**config.mk**
```make
export PLATFORM = sky130hd
export DESIGN_NAME = regfile_sb
export DESIGN_NICKNAME = d
export VERILOG_FILES = /design/src/rtl/regfile_sb.sv
export SDC_FILE = /design/constraint.sdc
export NUM_CORES = 2
export LEC_CHECK = 0
export BUFFER_PORTS_ARGS = -buffer_cell sky130_fd_sc_hd__buf_2
export CAP_MARGIN = 20
export CORE_MARGIN = 2
export CORE_UTILIZATION = 37
export CTS_CLUSTER_DIAMETER = 120
export CTS_CLUSTER_SIZE = 10
export DETAILED_ROUTE_END_ITERATION = 8
export PLACE_DENSITY = 0.62
export SETUP_SLACK_MARGIN = 0.1
export SYNTH_ARGS = -nofsm -noshare
export SYNTH_HDL_FRONTEND = slang
export SYNTH_SLANG_ARGS = --single-unit
```
**constraint.sdc**
```tcl
create_clock -name clk -period 6.48 [get_ports clk]
set_input_delay 0.648 -clock clk [delete_from_list [all_inputs] [get_ports clk]]
set_output_delay 0.648 -clock clk [all_outputs]
set_load 0.05 [all_outputs]
```
**src/rtl/regfile_sb.sv**
```systemverilog
// regfile_sb: parametrised register file with a second (late) write-back
// port and a per-register busy scoreboard for in-flight results.
//
// Ports:
//   clk, reset        clock and synchronous active-high reset
//   ra / rd / rd_busy NUM_READ combinational read ports (address, data, busy)
//   we / wa / wd      normal write-back port; dropped if the target is busy
//   issue_*           reserve a register for a late result (sets busy)
//   cpl_*             late result write; clears busy of the target
//   wr_hazard         one-cycle pulse after a normal write was dropped
//   reg_v0, reg_debug taps of r2 and the top register (r31), 0 during reset
//
// Optional build macro REGFILE_SB_BYPASS_EN: read ports forward same-cycle
// completion data (highest priority) or normal write data.
module regfile_sb #(
    parameter int DATA_WIDTH = 32,
    parameter int ADDR_WIDTH = 5,
    parameter int NUM_READ   = 2
) (
    input  logic                           clk,
    input  logic                           reset,
    input  logic [NUM_READ*ADDR_WIDTH-1:0] ra,
    output logic [NUM_READ*DATA_WIDTH-1:0] rd,
    output logic [NUM_READ-1:0]            rd_busy,
    input  logic                           we,
    input  logic [ADDR_WIDTH-1:0]          wa,
    input  logic [DATA_WIDTH-1:0]          wd,
    input  logic                           issue_valid,
    input  logic [ADDR_WIDTH-1:0]          issue_dest,
    output logic                           issue_stall,
    input  logic                           cpl_valid,
    input  logic [ADDR_WIDTH-1:0]          cpl_dest,
    input  logic [DATA_WIDTH-1:0]          cpl_data,
    output logic                           wr_hazard,
    output logic [DATA_WIDTH-1:0]          reg_v0,
    output logic [DATA_WIDTH-1:0]          reg_debug
);

    localparam int NUM_REGS = 2 ** ADDR_WIDTH;

    logic [DATA_WIDTH-1:0] regs [NUM_REGS];
    logic [NUM_REGS-1:0]   busy;

    logic cpl_eff;
    logic we_eff;
    logic we_drop;
    logic issue_acc;

    // busy[0] is never set, so r0 can never complete, stall or drop a write.
    always_comb begin
        cpl_eff     = cpl_valid && (cpl_dest != '0) && busy[cpl_dest];
        we_eff      = we && (wa != '0) && !busy[wa];
        we_drop     = we && (wa != '0) && busy[wa];
        // A completion to the same register frees the slot in this cycle.
        issue_stall = issue_valid && busy[issue_dest]
                      && !(cpl_valid && (cpl_dest == issue_dest));
        issue_acc   = issue_valid && !issue_stall && (issue_dest != '0);
    end

    // we_eff and cpl_eff can never target the same register (one needs busy
    // clear, the other busy set), so the two data writes never collide.
    // Clear-on-completion precedes set-on-issue: a fresh reservation wins.
    always_ff @(posedge clk) begin
        if (reset) begin
            for (int unsigned i = 0; i < NUM_REGS; i++) begin
                regs[i] <= '0;
            end
            busy      <= '0;
            wr_hazard <= 1'b0;
        end else begin
            wr_hazard <= we_drop;
            if (we_eff) begin
                regs[wa] <= wd;
            end
            if (cpl_eff) begin
                regs[cpl_dest] <= cpl_data;
                busy[cpl_dest] <= 1'b0;
            end
            if (issue_acc) begin
                busy[issue_dest] <= 1'b1;
            end
        end
    end

    always_comb begin
        logic [ADDR_WIDTH-1:0] addr;
        rd      = '0;
        rd_busy = '0;
        addr    = '0;
        for (int unsigned k = 0; k < NUM_READ; k++) begin
            addr = ra[k*ADDR_WIDTH +: ADDR_WIDTH];
            if (addr != '0) begin
                rd[k*DATA_WIDTH +: DATA_WIDTH] = regs[addr];
                rd_busy[k]                     = busy[addr];
`ifdef REGFILE_SB_BYPASS_EN
                if (cpl_eff && (cpl_dest == addr)) begin
                    rd[k*DATA_WIDTH +: DATA_WIDTH] = cpl_data;
                    rd_busy[k]                     = 1'b0;
                end else if (we_eff && (wa == addr)) begin
                    rd[k*DATA_WIDTH +: DATA_WIDTH] = wd;
                end
`endif
            end
        end
    end

    assign reg_v0    = reset ? '0 : regs[2];
    assign reg_debug = reset ? '0 : regs[NUM_REGS-1];

endmodule
```
==> flow_metrics.tcl <==
set metrics [dict create \
    fin_crit_ns 4.88 \
    seq_power_share 0.474 \
    finalHoldViolCount 0 \
    synth_common_cells "sky130_fd_sc_hd__edfxtp_1 (960), sky130_fd_sc_hd__o22ai_1 (940), sky130_fd_sc_hd__mux4_2 (668)" \
    worst_endpoint_data_arrival_time_ns 4.23 \
    post_drt_wl_per_cell_microns 40.2 \
    post_cts_hold_buffer_count 0 \
    number_of_buffers_created_by_cts 115 \
    die-area_sq_um 165000 \
    postSynthAreaPerCell_sq_um 14.1 \
    share_of_the_core_filled_with_cells 0.415 \
    sinks_on_the_clock_net 1057 \
    worst_ep_required_time_ns 5.83 \
    yosys_most_used_dff "sky130_fd_sc_hd__edfxtp_1" \
    final_min_period_over_clock_period 0.753 \
    io_buffer_count 225 \
    floorplan.io_pins 226 \
    grt_start_max_net_pins 153 \
    gr-usage-met1 0.393 \
    first_pass_drt_iterations 8 \
    synthesis.yosys.warnings 0 \
    cts_tree "built" \
    grt.busiest_layer "met2" \
    totalNegativeSetupSlack_ns 0 \
    grt_antenna_before_repair 15 \
    placed_cells_incl_taps 6258 \
    routed_wirelength_microns 261000 \
    grt_pass1_wl_microns 359000 \
    cts_root_buf "sky130_fd_sc_hd__clkbuf_16" \
    initial_utilization 0.372 \
    yosys.cell_count.top_type "sky130_fd_sc_hd__edfxtp_1" \
    achievable_freq_ghz 0.205 \
    synth_seq_cells 1057 \
    htree_levels 3 \
    clock_latency_ns 0.78 \
    crit-reg2reg-capture "regs[17][27]" \
    setup.reg_to_reg.worst_slack_ns 2.15 \
    gp_routability_congestion 0.949 \
    die_w_microns 406 \
    via_count_of_the_first_global_routing_pass 46200 \
    cts-root-to-sink-buffers 3 \
    cts_repair_resize_count 0 \
    finalMaxSlewViolations 0 \
    synthDominantAreaCellType "sky130_fd_sc_hd__edfxtp_1" \
    syn2layout_area_growth_pct 11.6 \
    timing.hold.worst.class "primary input to flop" \
    core_area_sq_um 161000 \
    end_kind "primary output" \
    min_to "regs[31][21]" \
    cpMaxStageDelayCell "sky130_fd_sc_hd__buf_4" \
    timing.final.setup_violations 0 \
    ir_drop_mv 0.212 \
    rr_startpoint "busy[17]" \
    power.density_cell_area_nw_per_um2 247 \
    max_cap_violations 0 \
    layout.cells.non_filler 6489 \
    postCtsSetupBuffers 0 \
    crit_path_frequent_cell "sky130_fd_sc_hd__mux4_2" \
    clockPowerShare 0.379 \
    timing.hold.worst.start "cpl_data[21]" \
    nNetsFinal 4311 \
    vias_per_instance 7.43 \
    yosysSeqAreaShare 0.515 \
    routing_usage_on_met3 0.107 \
    critical-path-max-stage-delay_ns 0.80 \
    syn_area_sq_um 59800 \
    crit_path_cell_trace "buf_8 > buf_4 > mux4_2 > mux4_2 > mux2i_1 > nor2_1 > buf_2" \
    fin_worst_skew_ns 0.0364 \
    p_leak_nw 21.5 \
    remaining_drc_errors 0 \
    gr-total-overflow 0 \
    switching_share 0.280 \
    p_switching_w 0.00461 \
    start_kind "primary input" \
    number_of_flops_mapped_to_enable_cells_by_yosys 960 \
    worst_reg_to_reg_cells 8 \
    synth_top_area_share 0.482 \
    final_critical_path_setup_slack_ns 1.60 \
    p_comb_frac 0.147 \
    critical_path.max_fanout 71 \
    syn-instance-count 4253 \
    whs_path_depth 3 \
    run_status "finished clean" \
    fp-row-count 147 \
    placement.setup.worst_slack_ns 1.45 \
    cell_internal_pwr_w 0.0119 \
    synthDistinctLibCells 54 \
    die_y_microns 406 \
    top_area_cells_in_the_synthesized_netlist "sky130_fd_sc_hd__edfxtp_1 (48%), sky130_fd_sc_hd__mux4_2 (25%), sky130_fd_sc_hd__o22ai_1 (9.8%)" \
    grtUsageTotal 0.310 \
    layout-drive-gt1-share 0.289 \
    setup.worst_path.class "primary input to primary output" \
    dp_hpwl_microns 154000 \
    postSynth.asyncResetShare 0 \
    unrepaired_setup_endpoints_after_global_routing "false" \
    worstMarginPinSlew_ns 1.29 \
    met2_track_utilization_from_global_routing 0.458 \
    slew_headroom 0.142 \
    clk_pin_slew_ns 0.06 \
    drtIter0Drc 9381 \
    drtAntennaViolNets 0 \
    vias 48200 \
]
==> layout by cell type (no fill, tap or decap), types with 7 or more instances in the layout <==
master and n:
sky130_fd_sc_hd__mux4_2 668, sky130_fd_sc_hd__buf_12 24, sky130_fd_sc_hd__conb_1 32, sky130_fd_sc_hd__o21ai_4 22, sky130_fd_sc_hd__o21ai_1 7, sky130_fd_sc_hd__clkbuf_16 116
sky130_fd_sc_hd__nand2_1 368, sky130_fd_sc_hd__or3b_2 8, sky130_fd_sc_hd__o22ai_1 940, sky130_fd_sc_hd__o2bb2ai_1 13, sky130_fd_sc_hd__dfxtp_1 97, sky130_fd_sc_hd__nand3_1 14
sky130_fd_sc_hd__nor2_1 139, sky130_fd_sc_hd__nor3_2 8, sky130_fd_sc_hd__buf_2 214, sky130_fd_sc_hd__buf_4 128, sky130_fd_sc_hd__nor2b_1 69, sky130_fd_sc_hd__mux2i_1 130
sky130_fd_sc_hd__o211ai_1 7, sky130_fd_sc_hd__clkbuf_1 92, sky130_fd_sc_hd__nand3b_1 10, sky130_fd_sc_hd__o21ai_0 8, sky130_fd_sc_hd__nand3_2 24, sky130_fd_sc_hd__edfxtp_1 960
sky130_fd_sc_hd__diode_2 14, sky130_fd_sc_hd__a31oi_1 44, sky130_fd_sc_hd__a21oi_1 43, sky130_fd_sc_hd__nand4_1 38
==> worst max path at each step <==
stage | depth (start not counted) | slack [ns] | startpoint | end
after CTS | 7 | 1.86 | ra[0] | rd[16]
final | 7 | 1.60 | ra[6] | rd[34]
after detailed placement | 9 | 1.45 | wa[3] | regs[22][21]
after global placement | 9 | 1.45 | wa[3] | regs[1][14]
after global routing | 7 | 1.64 | ra[6] | rd[34]
after floorplan | 10 | 1.30 | wa[0] | regs[30][0]
==> cell families after synthesis <==
| family | count (synthesis) | share of synthesized area |
|---|---|---|
| AOI/OAI and AO/OA | 1102 | 0.115 |
| xor gates and xnor gates | 5 | 0.000733 |
| other | 1 | 0.0000627 |
| buffers and inverters | 563 | 0.0396 |
| and+or+nand+nor | 726 | 0.0558 |
| DFF | 1057 | 0.515 |
| muxes | 799 | 0.274 |
==> worst max-delay path, delay by kind of cell <==
kind,cells,cell delay [ns]
AND/OR/NAND/NOR,1,0.25
buffers and inverters,3,1.58
multiplexers,3,1.57
==> power by group through the flow <==
stage	Sequential [W]	Combinational, W	Clock [W]
global route	0.00782	0.00245	0.00646
global placement	0.00791	0.00234	0
detailed placement	0.00793	0.00235	0
finish	0.00780	0.00243	0.00624
floorplan	0.00790	0.00151	0
CTS	0.00779	0.00236	0.00619
==> state kept, by name, indices dropped and copies added, names as in the netlist <==
name and flops:
busy 32, regs 1024, wr_hazard 1
==> stage by stage <==
stage / area, sq um / power (W) / hold WS, ns
6_report: 66700 / 0.0165 / 0.178
4_1_cts: 66600 / 0.0163 / 0.168
3_3_place_gp: 63300 / 0.0103 / 0.487
3_5_place_dp: 63300 / 0.0103 / 0.500
2_1_floorplan: 59900 / 0.00941 / 0.455
5_1_grt: 66700 / 0.0167 / 0.186
==> per-layer routing <==
layer  wire (microns)  part of all wire  up-vias
li1                 -                 -    17800
met1            85800              0.33    24200
met2           113000              0.43     5096
met3            42500              0.16     1093
met4            19300             0.074        6
met5               42           0.00016        -
==> area by class of cell <==
type                       instances  area (sq um)
antenna                           14          35.0
clock buffer                     208          3250
clock inverter                     7           105
fill                           14600         93900
inverter                           6          22.5
multi-input combinational       2664         27200
sequential                      1057         30800
tap                             2160          2700
timing repair buffer             373          2610
(Power assumes the default switching activity.)
